==> src/rtl/memoria_fila.sv <==
`default_nettype none
// ============================================================================
// Module      : memoria_fila
// Description : Synchronous single-clock FIFO on an inferred dual-port RAM,
//               with occupancy count, status flags, flush and sticky errors.
// Revision    : 1.0 - initial release
// ============================================================================
module memoria_fila #(
    parameter int DATA_WIDTH  = 8,
    parameter int ADDR_WIDTH  = 6,
    parameter int ALMOST_FULL = 56
) (
    input  logic                  clock,
    input  logic                  reset,
    input  logic                  limpa,
    input  logic [DATA_WIDTH-1:0] data,
    input  logic                  EscFila,
    input  logic                  LerFila,
    output logic [DATA_WIDTH-1:0] saida,
    output logic                  valido,
    output logic                  vazia,
    output logic                  cheia,
    output logic                  quase_cheia,
    output logic [ADDR_WIDTH:0]   contagem,
    output logic                  erro_overflow,
    output logic                  erro_underflow
);

    localparam int                c_DEPTH_INT = 1 << ADDR_WIDTH;
    localparam logic [ADDR_WIDTH:0] c_DEPTH   = (ADDR_WIDTH+1)'(c_DEPTH_INT);
    localparam logic [ADDR_WIDTH:0] c_ALMOST  = (ADDR_WIDTH+1)'(ALMOST_FULL);

    logic [DATA_WIDTH-1:0] r_ram [0:c_DEPTH_INT-1];
    logic [ADDR_WIDTH-1:0] r_wr_ptr;
    logic [ADDR_WIDTH-1:0] r_rd_ptr;
    logic [ADDR_WIDTH:0]   r_count;
    logic [DATA_WIDTH-1:0] r_saida;
    logic                  r_valido;
    logic                  r_ovf;
    logic                  r_unf;

    logic w_empty;
    logic w_full;
    logic w_pop_ok;
    logic w_push_ok;

    assign w_empty   = (r_count == '0);
    assign w_full    = (r_count == c_DEPTH);
    // A pop frees a slot in the same edge, so a full FIFO may still accept a push.
    assign w_pop_ok  = LerFila && !w_empty;
    assign w_push_ok = EscFila && (!w_full || w_pop_ok);

    // Storage has no reset; discarded contents are unreachable through the pointers.
    always_ff @(posedge clock) begin
        if (!reset && !limpa && w_push_ok) begin
            r_ram[r_wr_ptr] <= data;
        end
    end

    always_ff @(posedge clock) begin
        if (reset) begin
            r_wr_ptr <= '0;
            r_rd_ptr <= '0;
            r_count  <= '0;
            r_saida  <= '0;
            r_valido <= 1'b0;
            r_ovf    <= 1'b0;
            r_unf    <= 1'b0;
        end else if (limpa) begin
            r_wr_ptr <= '0;
            r_rd_ptr <= '0;
            r_count  <= '0;
            r_valido <= 1'b0;
            r_ovf    <= 1'b0;
            r_unf    <= 1'b0;
        end else begin
            if (w_push_ok) begin
                r_wr_ptr <= r_wr_ptr + 1'b1;
            end else if (EscFila) begin
                r_ovf <= 1'b1;
            end

            if (w_pop_ok) begin
                r_saida  <= r_ram[r_rd_ptr];
                r_rd_ptr <= r_rd_ptr + 1'b1;
                r_valido <= 1'b1;
            end else begin
                r_valido <= 1'b0;
                if (LerFila) begin
                    r_unf <= 1'b1;
                end
            end

            case ({w_push_ok, w_pop_ok})
                2'b10:   r_count <= r_count + 1'b1;
                2'b01:   r_count <= r_count - 1'b1;
                default: r_count <= r_count;
            endcase
        end
    end

    assign saida          = r_saida;
    assign valido         = r_valido;
    assign vazia          = w_empty;
    assign cheia          = w_full;
    assign quase_cheia    = (r_count >= c_ALMOST);
    assign contagem       = r_count;
    assign erro_overflow  = r_ovf;
    assign erro_underflow = r_unf;

endmodule
`default_nettype wire

==> config.mk <==
export PLATFORM = sky130hd
export DESIGN_NAME = memoria_fila
export DESIGN_NICKNAME = d
export VERILOG_FILES = /design/src/rtl/memoria_fila.sv
export SDC_FILE = /design/constraint.sdc
export NUM_CORES = 1
export LEC_CHECK = 0
export ABC_AREA = 1
export CAP_MARGIN = 20
export CORE_ASPECT_RATIO = 2
export CORE_MARGIN = 2
export CORE_UTILIZATION = 40
export DETAILED_ROUTE_END_ITERATION = 8
export GPL_ROUTABILITY_DRIVEN = 0
export PLACE_DENSITY = 0.53
export SYNTH_ARGS = -nofsm -noshare
export SYNTH_HDL_FRONTEND = slang
export SYNTH_SLANG_ARGS = --single-unit
==> constraint.sdc <==
create_clock -name clock -period 4 [get_ports clock]
set_clock_uncertainty 0.05 [all_clocks]
set_input_delay 0.8 -clock clock [delete_from_list [all_inputs] [get_ports clock]]
set_output_delay 0.8 -clock clock [all_outputs]
set_load 0.005 [all_outputs]
# After elaboration in Yosys (flattened, before gate mapping)
# Memory sizes are Yosys's and may differ from the RTL's. A register that Yosys moved wholly into a read port is not among the register bits.
# Cells that the tools add are included.
# W data, S select, Z words.
[word_totals] ramBits=512 n_memories=1 wordCells=37 regBits=22 output_inout_bits=21
[memory_table] memory="r_ram" words=64 word_bits=8 read_ports=1 rd_ports_with_merged_regs=1 wr=1 line_no="33" text="logic [DATA_WIDTH-1:0] r_ram [0:c_DEPTH_INT-1];"
[op_classes] n_eq_ne=3 magnitude_cmp=1 n_mux=4 n_addsub=4 bitwise_logic=3 reduce_logical=15
[op_table] operator="$pmux W7 S2" count=1
[op_table] operator="$add A6 B1 Y6 const B" count=2
[op_table] operator="$add A7 B1 Y7 const B" count=1
[op_table] operator="$eq A7 B7 Y1 const B" count=1
[op_table] operator="$ge A7 B6 Y1 const B" count=1
[op_table] operator="$logic_not A7 Y1" count=1
[op_table] operator="$sub A7 B1 Y7 const B" count=1
[op_table] operator="$reduce_and A2 Y1" count=3
[op_table] operator="$logic_and A1 B1 Y1" count=4
[op_table] operator="$logic_not A1 Y1" count=4
[op_table] operator="$mux W1" count=3
[op_table] operator="$not A1 Y1" count=3
[op_table] operator="$eq A2 B1 Y1 const B" count=1
[op_table] operator="$eq A2 B2 Y1 const B" count=1
[op_table] operator="$reduce_bool A2 Y1" count=1
[op_table] operator="$reduce_or A2 Y1" count=1
[op_table] operator="$logic_or A1 B1 Y1" count=1

# Longest topological paths before layout
# Gate-level depths: netlist (run 1).
[depth] ltp_word=8 depth_mapped=16 ltp_nobuf=16

# Least setup slack after synthesis (run 1)
# OpenSTA, ideal clock, no wires.
[synth_path] path_kind="input to register" startpoint="input reset" endpoint="memory r_ram[0][0], enable pin" path_slack_ps=1430 required_ps=3579 path_stages=6 t_arrival_ps=2149 setup_ps=371 path_cell_list="buf_2 -> nor2_1 -> inv_1 -> nor2_2 -> nand4_1 -> nor2_1"
[synth_via] elab_chain_len=5
[synth_rtl] item="from (decl)" line_no="14" text="input logic reset,"
[synth_rtl] item="$logic_not A1 Y1" line_no="55" text="if (!reset && !limpa && w_push_ok) begin"
[synth_rtl] item="$logic_and A1 B1 Y1 (2 in a row)" line_no="55"
[synth_rtl] item="$mux W1" line_no="55"
[synth_rtl] item="$mux W1 (not written as such)" line_no="56" text="r_ram[r_wr_ptr] <= data;"
[synth_rtl] item="to (decl)" line_no="33"
# No other way between the ends.

==> results of run 1 <==
logic make-up (layout without fill, tap and decap cells):
| family | count (synthesis) | count (layout) | synth area share [%] |
|---|---|---|---|
| buffers and inverters | 281 | 339 | 5.05 |
| flip-flops | 542 | 542 | 69.9 |
| AND/OR/NAND/NOR | 1197 | 1197 | 21.5 |
| adder cells (fa/ha/maj) | 8 | 8 | 0.471 |
| XOR/XNOR | 4 | 4 | 0.153 |
| AO/OA/AOI/OAI | 129 | 129 | 2.92 |
registers in the layout, summed over array words and instances, names as in the netlist:
| signal | cells |
|---|---|
| contagem | 7 |
| erro_overflow | 1 |
| erro_underflow | 1 |
| r_ram | 512 |
| r_rd_ptr | 6 |
| r_wr_ptr | 6 |
| saida | 8 |
| valido | 1 |
critical path: stages, from the launching register on:
cell and delay, ns:
dfxtp_4 0.51, inv_6 0.72, buf_4 0.43, nand2_1 0.10
nand2_1 0.07, nand2_1 0.08, nand3_1 0.13, nand3_1 0.15
nand2_1 0.17, nand3_1 0.13, nand3_1 0.15, nand2_1 0.06
inv_1 0.05
per-stage QoR:
stage	hold slack [ns]	util (%)	setup WS [ns]	power, mW	instances
finish	0.431	45.4	0.921	11.7	2969
detailed placement	0.412	42.7	0.408	7.18	2887
global route	0.425	45.4	0.715	12.0	2969
floorplan	0.410	-	1.43	6.81	2161
CTS	0.412	45.4	0.997	11.7	2969
global placement	0.435	42.7	0.490	7.18	2887
layout by cell type, fill, tap and decap left out, drive strengths merged:
| master | count |
|---|---|
| a21o | 2 |
| a21oi | 57 |
| a31oi | 1 |
| buf | 59 |
| bufinv | 5 |
| clkbuf | 63 |
| clkdlybuf4s50 | 25 |
| clkinv | 15 |
| clkinvlp | 3 |
| dfxtp | 30 |
| edfxtp | 512 |
| fa | 1 |
| ha | 7 |
| inv | 169 |
| nand2 | 659 |
| nand3 | 286 |
| nand4 | 8 |
| nor2 | 239 |
| nor3 | 4 |
| nor3b | 1 |
| o21a | 1 |
| o21ai | 67 |
| o22ai | 1 |
| xnor2 | 2 |
| xor2 | 2 |
final cells by class:
| cell class | count | area, um^2 |
|---|---|---|
| Clock buffer | 63 | 1300 |
| Tap cell | 750 | 938 |
| Multi-Input combinational cell | 1338 | 5710 |
| Inverter | 173 | 657 |
| Fill cell | 5318 | 30800 |
| Sequential cell | 542 | 16000 |
| Timing Repair Buffer | 84 | 748 |
| Clock inverter | 19 | 225 |
routing by layer:
metal / global-route usage, % / vias up / wire, um
met1: 24.3 / 7347 / 23700
met4: 13.6 / 0 / 4370
met5: 0 / - / 0
li1: - / 7271 / -
met2: 40.2 / 521 / 33900
met3: 1.86 / 175 / 2520
power breakdown:
part | total (mW) | leakage, nW | switching, mW | internal (mW)
logic | 0.801 | 4.00 | 0.578 | 0.224
registers | 6.25 | 4.85 | 0.0288 | 6.22
clock network | 4.62 | 0.737 | 2.03 | 2.59
total | 11.7 | 9.58 | 2.63 | 9.03
worst max-delay path by stage:
stage	endpoint	from	cells after the start
2_1_floorplan	r_ram[0][0]	reset	6
3_3_place_gp	r_ram[47][5]	LerFila	7
3_5_place_dp	r_ram[47][7]	LerFila	7
4_1_cts	saida[2]	r_rd_ptr[0]	12
5_1_grt	saida[2]	r_rd_ptr[0]	12
6_report	saida[2]	r_rd_ptr[0]	12
==> results.cfg, run 1 <==
[critical_path]
timing.rr.end = saida[2]
worst_r2r_path_depth = 12
crit_path_end_kind = flop
arrival_ns = 3.55
startpoint_type = flop
r2r_setup_slack_ns = 0.92
worstSetupPathType = flop to flop
worstPathRequired_ns = 4.47
cp_max_fo = 132
regToRegStartpoint = r_rd_ptr[0]

[cts]
cts_made_buffers = 45
cts_sinks = 542
cts.path.max_buffers = 3
htree_num_levels = 2
cts_resized = 0
path_clk_slew_ns = 0.07
cts_tree = done
hold_buffers = 0
clk_latency_ns = 0.59
clockRootBuffer = clkbuf_16
post_cts_buffers = 0

[timing]
finalHoldViolations = 0
slew-limit-headroom_pct = 25.5
slew_violations = 0
max_freq_mhz = 325
post-route-period-util_pct = 77.0
worst_slew_pin_slew_ns = 1.12
min_period_ns = 3.08
tns_ns = 0
rsz0062_at_grt = false
setup_viol_count_final = 0

[detailed_routing]
drc = 0
vias_per_cell = 5.16
wl_per_cell_um = 21.7
ant_nets = 0
drt-total-wl_um = 64500
dr.pass1.iters = 5
vias = 15300
drt_iter0_drc = 1209

[yosys]
syn_area_um2 = 22800
synth.area.top_cells = edfxtp_1 (67%), nand2_1 (11%), nand3_1 (6.2%), nor2_1 (3.9%), inv_1 (2.7%)
ys.flop_type = edfxtp_1
ys_async_sr_fraction_pct = 0
yosysWarnings = 0
ys_seq_elements = 542
synth_cell_types = 29
netlist_instances = 2161
yosysTopAreaCell = edfxtp_1
synth_edf_count = 512
seq_area_frac_synth_pct = 69.9
synth_nets = 2182
synth_top_area_share_pct = 67.3
synthTopCellsByCount = nand2_1 (658), edfxtp_1 (512), nand3_1 (284)
syn_avg_cell_area_um2 = 10.6
yosysMostFrequentCell = nand2_1

[power_and_ir_drop]
power_density_nw_per_um2 = 456
peakVddDrop_mv = 0.399
p_leak_nw = 9.58

[floorplan]
boundaryPins = 34
fp.dieH_um = 342
rows = 123
dieArea_um2 = 59100
initial_utilization_pct = 40.5
fp.coreArea_um2 = 56300
die_x_um = 173

[grt]
grt_max_degree = 157
antenna_found_initial = 0
first_global_vias = 15500
grt_pass1_wl_um = 95800
grt.overflow.total = 0
grt.total_usage_pct = 21.8

[finish]
postLayoutCellArea_um2 = 25600
layout-drive-gt1-share_pct = 6.26
final_nets = 2205
antenna-diode-count = 0
syn_to_final_growth_pct = 11.9

[place]
placed_cell_area_um2 = 24000
dp_hpwl_um = 41000
port_buffers = 33

[hold_path]
hold_start = erro_overflow
worstHoldPathCells = 1
min_to = erro_overflow
hp-class = flop to flop

[run]
max_cap_violations = 0

[outcome]
status = completed
No activity file was read; power rests on OpenSTA's default activity.
==> run 2, diff against run 1 <==
PLACE_DENSITY = 0.55   (was 0.53)
clock period = 2.7 ns   (was 4 ns; I/O delays follow)
==> run 2 against run 1 <==
- non-clock buffer count increased by 95
- register-to-register slack got worse by 0.64 ns
- sequential share of layout area is 1.7 points lower
- setup slack worse by 0.72 ns
- utilization increased by 1.3 points
- final cell count up 3.1%
- combinational power rose by 62%
- critical path depth shrank 8
- via count is 2.6% higher
- worst hold slack got worse by 0.14 ns
- clock-buffer cell count shrank 3
- sequential power grew 48%
- critical path type is now flop to output port
==> results.cfg, run 2 (same netlist as run 1, synthesis figures left out) <==
[outcome]
status = completed

[power_and_ir_drop]
p_leak_nw = 10.1
power.switching_mw = 3.84
power_density_nw_per_um2 = 637
p_total_mw = 16.7
p_seq_share_pct = 55.2
p_clk_share_pct = 37.0
peakVddDrop_mv = 0.648
swShare_pct = 23.0
p_comb_share_pct = 7.8
intPower_mw = 12.9

[detailed_routing]
drt-total-wl_um = 66000
dr.pass1.iters = 5
ant_nets = 0
vias = 15700
wl_per_cell_um = 21.6
vias_per_cell = 5.14
drt_iter0_drc = 1151
drc = 0

[timing]
post-route-period-util_pct = 92.6
max_freq_mhz = 400
worst_slew_pin_slew_ns = 0.836
rsz0062_at_grt = false
slew-limit-headroom_pct = 44.2
min_period_ns = 2.50
finalHoldViolations = 0
slew_violations = 0
worst_slack_ns = 0.200
setup_viol_count_final = 0

[cts]
post_cts_buffers = 0
cts_sinks = 542
clockRootBuffer = clkbuf_16
hold_buffers = 0
cts_tree = done
cts_made_buffers = 44
cts_resized = 0
htree_num_levels = 2
clk_latency_ns = 0.59
path_clk_slew_ns = 0.07
cts.path.max_buffers = 3

[finish]
max_flop_register = r_ram
n_fill_cell = 5290
finish.utilization_pct = 46.7
largest_register_ffs = 512
final_nets = 2299
final_cell_mix = nand2_1 (658), edfxtp_1 (512), nand3_1 (284)
mostFrequentLayoutCell = nand2_1
layout-drive-gt1-share_pct = 9.74
syn_to_final_growth_pct = 15.1

[critical_path]
worst_r2r_path_depth = 15
regToRegStartpoint = contagem[2]
startpoint_type = flop
timing.rr.end = contagem[6]
cp_max_fo = 3
crit_path_cell_trace = nor2_1, nand3_2, nor2_1, clkdlybuf4s50_1
arrival_ns = 1.91
worstSetupPathType = flop to output port
path_common_cell = nor2_1
worstPathRequired_ns = 2.11
path_depth = 4
crit_path_end_kind = output port
slowest_stage = clkdlybuf4s50_1
crit_path_max_incr_delay_ns = 0.52
crit_family = buffers and inverters
r2r_setup_slack_ns = 0.28
endpoint = vazia
path_buf_inv = 1
crit_path_start = contagem[2]

[floorplan]
die_x_um = 173
fp.coreArea_um2 = 56300
dieArea_um2 = 59100
boundaryPins = 34
rows = 123
fp.dieH_um = 342
initial_utilization_pct = 40.5

[place]
port_buffers = 33
dpl_worst_slack_ns = -0.0696
dp_hpwl_um = 43300

[grt]
grt_max_degree = 111
antenna_found_initial = 1
grt.overflow.total = 0
grt.total_usage_pct = 22.2
grt_pass1_wl_um = 96800
first_global_vias = 15900

[hold_path]
hp-class = input port to flop

[run]
max_cap_violations = 0
## run 2: worst min-delay path by stage
stage	start	end	slack [ns]	depth (start not counted)
4_1_cts	data[7]	r_ram[25][7]	0.28	1
6_report	data[7]	r_ram[25][7]	0.29	1
3_5_place_dp	erro_overflow	erro_overflow	0.41	1
2_1_floorplan	erro_underflow	erro_underflow	0.41	2
3_3_place_gp	erro_overflow	erro_overflow	0.41	1
5_1_grt	data[7]	r_ram[25][7]	0.30	1
## run 2: power groups by stage
stage	Clock (mW)	Sequential [mW]	Combinational, mW
floorplan	0	9.42	0.665
global placement	0	9.42	1.30
detailed placement	0	9.42	1.31
CTS	6.32	9.23	1.31
global route	6.57	9.23	1.42
finish	6.20	9.23	1.30
## run 2: metal layers
layer  vias to the layer above  part of all wire, %  GRT usage, %
met2                       445                   53          41.7
met1                      7630                   36          23.2
met4                         2                  7.2          14.7
met5                         -                0.018             0
li1                       7460                    -             -
met3                       177                  3.8          2.20
## run 2: cell type report
class                   instances  area (um^2)  share of cell area (%)
diodes                          1         2.50                 0.00952
repair buffers                179         1660                    6.32
clock buffers                  60         1180                    4.50
multi-input cells            1338         5710                    21.7
well taps                     750          938                    3.57
inverters                     173          657                    2.50
flip-flops and latches        542        16000                    60.8
clock inverters                17          143                   0.543
## run 2: metrics by stage
stage               hold WS (ns)  std cells  setup TNS (ns)  cell area [um^2]
floorplan                  0.410       2161               0             22800
finish                     0.295       3060               0             26300
global placement           0.410       2982         -0.0720             25000
CTS                        0.279       3059               0             26300
detailed placement         0.412       2982         -0.0696             25000
global route               0.299       3059               0             26300
## run 2: worst reg2reg max path, delay by kind of cell (launching register included)
family | cells | cell delay [ns]
flops | 1 | 0.31
simple gates | 8 | 0.93
buf+inv | 2 | 0.18
fa+ha+maj | 1 | 0.32
compound gates | 4 | 0.56
==> RTL edit, RTL diff (config.mk and constraints of run 2) <==
The parameter `DATA_WIDTH` goes from 8 to 6.
--- a/src/rtl/memoria_fila.sv
+++ b/src/rtl/memoria_fila.sv
@@ -6,7 +6,7 @@
 // Revision    : 1.0 - initial release
 // ============================================================================
 module memoria_fila #(
-    parameter int DATA_WIDTH  = 8,
+    parameter int DATA_WIDTH  = 6,
     parameter int ADDR_WIDTH  = 6,
     parameter int ALMOST_FULL = 56
 ) (
Ports: changed (resized data and saida); port bits go from 34 to 30. No check against the original RTL was run, so the function may have changed too.
==> RTL edit against run 2 <==
- cell area is 22% lower
- power decreased by 20%
- highest routed layer is now met4
- sequential cell count fell by 130
- setup slack better by 0.041 ns
- critical path type unchanged
- clock power is 14% lower
- routed wire length fell by 30%
- synthesized area fell by 23%
- largest cell class unchanged
- die area shrank 23%
==> RTL edit: results (changes against run 2) <==
Parameter                              Value

Place
  Buffers added on ports    29 (was 33)
  Total half-perimeter wirelength after legalization and detailed placement    30.1 mm (was 43.3 mm)
  Instance area after placement    0.0192 mm2 (was 0.0250 mm2)
  Setup WS pre-CTS    -0.0174 ns (was -0.0696 ns)

Synthesis
  Post-Synth Adder-Cell Area    0.614% (was 0.471%)
  Async set or reset register ratio after synthesis    0% (unchanged)
  Largest cells by area after synthesis    sky130_fd_sc_hd__edfxtp_1, sky130_fd_sc_hd__nand2_1, sky130_fd_sc_hd__nand3_1 (unchanged)
  Number of nets produced by synthesis    1699 (was 2182)
  Multiplexer fraction of the synthesized cell area    0% (unchanged)
  Dominant synthesized flop cell    sky130_fd_sc_hd__edfxtp_1 (unchanged)
  Share of the synthesized area in compound gates (AO/OA/AOI/OAI)    3.12% (was 2.92%)
  Number of flops mapped to enable cells by yosys    384 (was 512)
  Proportion of synthesized chip area in sequential cells    69.0% (was 69.9%)
  Synth Warn #    0 (unchanged)
  Xor/xnor cell area share of the yosys netlist    0.200% (was 0.153%)
  Ranking of synthesized cells by instance count    sky130_fd_sc_hd__nand2_1, sky130_fd_sc_hd__edfxtp_1, sky130_fd_sc_hd__nand3_1 (unchanged)
  Number of distinct library cells after synthesis    31 (was 29)

Clocking
  Number of gates resized after CTS    0 (unchanged)
  Clock latency of the later-clocked register in the worst-skew pair    0.54 ns (was 0.59 ns)
  Clk pin slew, worst setup/hold paths    0.07 ns (about the same)
  Deepest level of the CTS H-tree    2 (unchanged)
  CTS Buf Count    37 (was 44)

Layout
  Net count of the finished layout    1817 (was 2299)
  Layout cell share with drive strength beyond 1    11.3% (was 9.74%)
  Filler cell count    4026 (was 5290)
  Antenna fix cells    0 (was 1)
  Flip-flop count of the largest register after layout    384 (was 512)
  Most flop-heavy register    r_ram (unchanged)

Setup path
  Worst Setup SP    contagem[1] (was contagem[2])
  WP data arrival    1.87 ns (was 1.91 ns)
  Delay of the slowest critical-path stage    0.53 ns
  Top fanout value on the critical path    4 (was 3)
  Library cell contributing the largest single delay on the critical path    sky130_fd_sc_hd__clkdlybuf4s50_1 (unchanged)

Global route
  Antenna violations before repair    0 (was 1)
  All-layer global routing usage    20.1% (was 22.2%)
  Number of global-route vias before repair    12200 (was 15900)
  Maximum number of pins on one net before global-route repair    72 (was 111)
  First-pass GRT wire length    69.8 mm (was 96.8 mm)

Power and ir drop
  Maximum vdd ir drop    0.000534 V (was 0.000648 V)
  Leakage dissipation    7.89 nW (was 10.1 nW)

Detailed routing
  Detailed-router iteration count before antenna repair    5 (unchanged)
  Final routed wire length divided by cell count    19.4 um (was 21.6 um)
  Drt first-iter violations    799 (was 1151)
  Routed via count divided by cell count    5.05 (was 5.14)

Worst hold path
  Path type of the worst min-delay path    in2reg (unchanged)
  Hold_sp    data[4] (was data[7])

Run status
  Result of the run    completed (unchanged)

Timing
  Max transition margin    55.4% (was 44.2%)
-- RTL edit: changes by cell type after synthesis, moves of 3 or more --
cell,delta
sky130_fd_sc_hd__clkbuf_1,+3
sky130_fd_sc_hd__nand2_1,-155
sky130_fd_sc_hd__buf_6,+3
sky130_fd_sc_hd__clkinv_1,-3
sky130_fd_sc_hd__nor2_1,-41
sky130_fd_sc_hd__buf_2,-41
sky130_fd_sc_hd__edfxtp_1,-128
sky130_fd_sc_hd__buf_4,+9
sky130_fd_sc_hd__inv_1,-35
sky130_fd_sc_hd__nand3_1,-64
sky130_fd_sc_hd__a21oi_1,-8
sky130_fd_sc_hd__o21ai_1,+4
sky130_fd_sc_hd__o21ai_0,-17
-- RTL edit: per-stage QoR --
stage / power (mW) / TNS [ns] / util, % / hold WS (ns) / std cells
finish: 13.3 / 0 / 47.0 / 0.354 / 2377
CTS: 13.5 / 0 / 47.0 / 0.344 / 2377
global route: 13.8 / 0 / 47.0 / 0.362 / 2377
floorplan: 7.70 / 0 / - / 0.397 / 1680
detailed placement: 8.17 / -0.0174 / 44.2 / 0.395 / 2309
global placement: 8.17 / -0.0777 / 44.2 / 0.393 / 2309
-- RTL edit: where the power goes --
group | leakage [nW] | internal [mW] | total [mW] | switching (mW)
logic | 3.62 | 0.323 | 1.01 | 0.688
clock network | 0.599 | 3.00 | 5.32 | 2.32
registers | 3.68 | 6.99 | 7.01 | 0.0215
-- RTL edit: kinds of logic after synthesis --
logic type                 Yosys count
DFF                                412
AOI/OAI and AO/OA                  106
and+or+nand+nor                    933
adders and majority gates            8
buffers and inverters              217
xor gates and xnor gates             4
-- RTL edit: per-layer routing --
layer	vias up	part of all wire, %	GRT usage, %
met5	-	0	0
met1	5767	37	21.5
met2	299	55	39.0
met4	0	5.0	10.2
li1	5845	-	-
met3	100	3.6	1.86
-- RTL edit: worst paths after layout --
| check | to | cells after the start | slack, ns |
|---|---|---|---|
| setup / recovery | cheia | 4 | 0.24 |
| hold / removal | r_ram[21][4] | 1 | 0.35 |
| setup reg to reg | contagem[6] | 16 | 0.37 |
| hold reg to reg | erro_overflow | 2 | 0.41 |
-- RTL edit: area by class of cell --
class	instances	area (um2)	share of cell area, %
clock buffers	45	1020	4.99
clock inverters	23	203	0.993
inverters	137	517	2.53
multi-input cells	1051	4510	22.1
flip-flops and latches	412	12100	59.3
well taps	550	688	3.37
repair buffers	159	1370	6.73
-- RTL edit: worst max-delay path, delay by kind of cell, from the launching register on --
kind | cells | cell delay, ns
flip-flops | 1 | 0.35
buffers and inverters | 2 | 0.66
AND/OR/NAND/NOR | 2 | 0.32
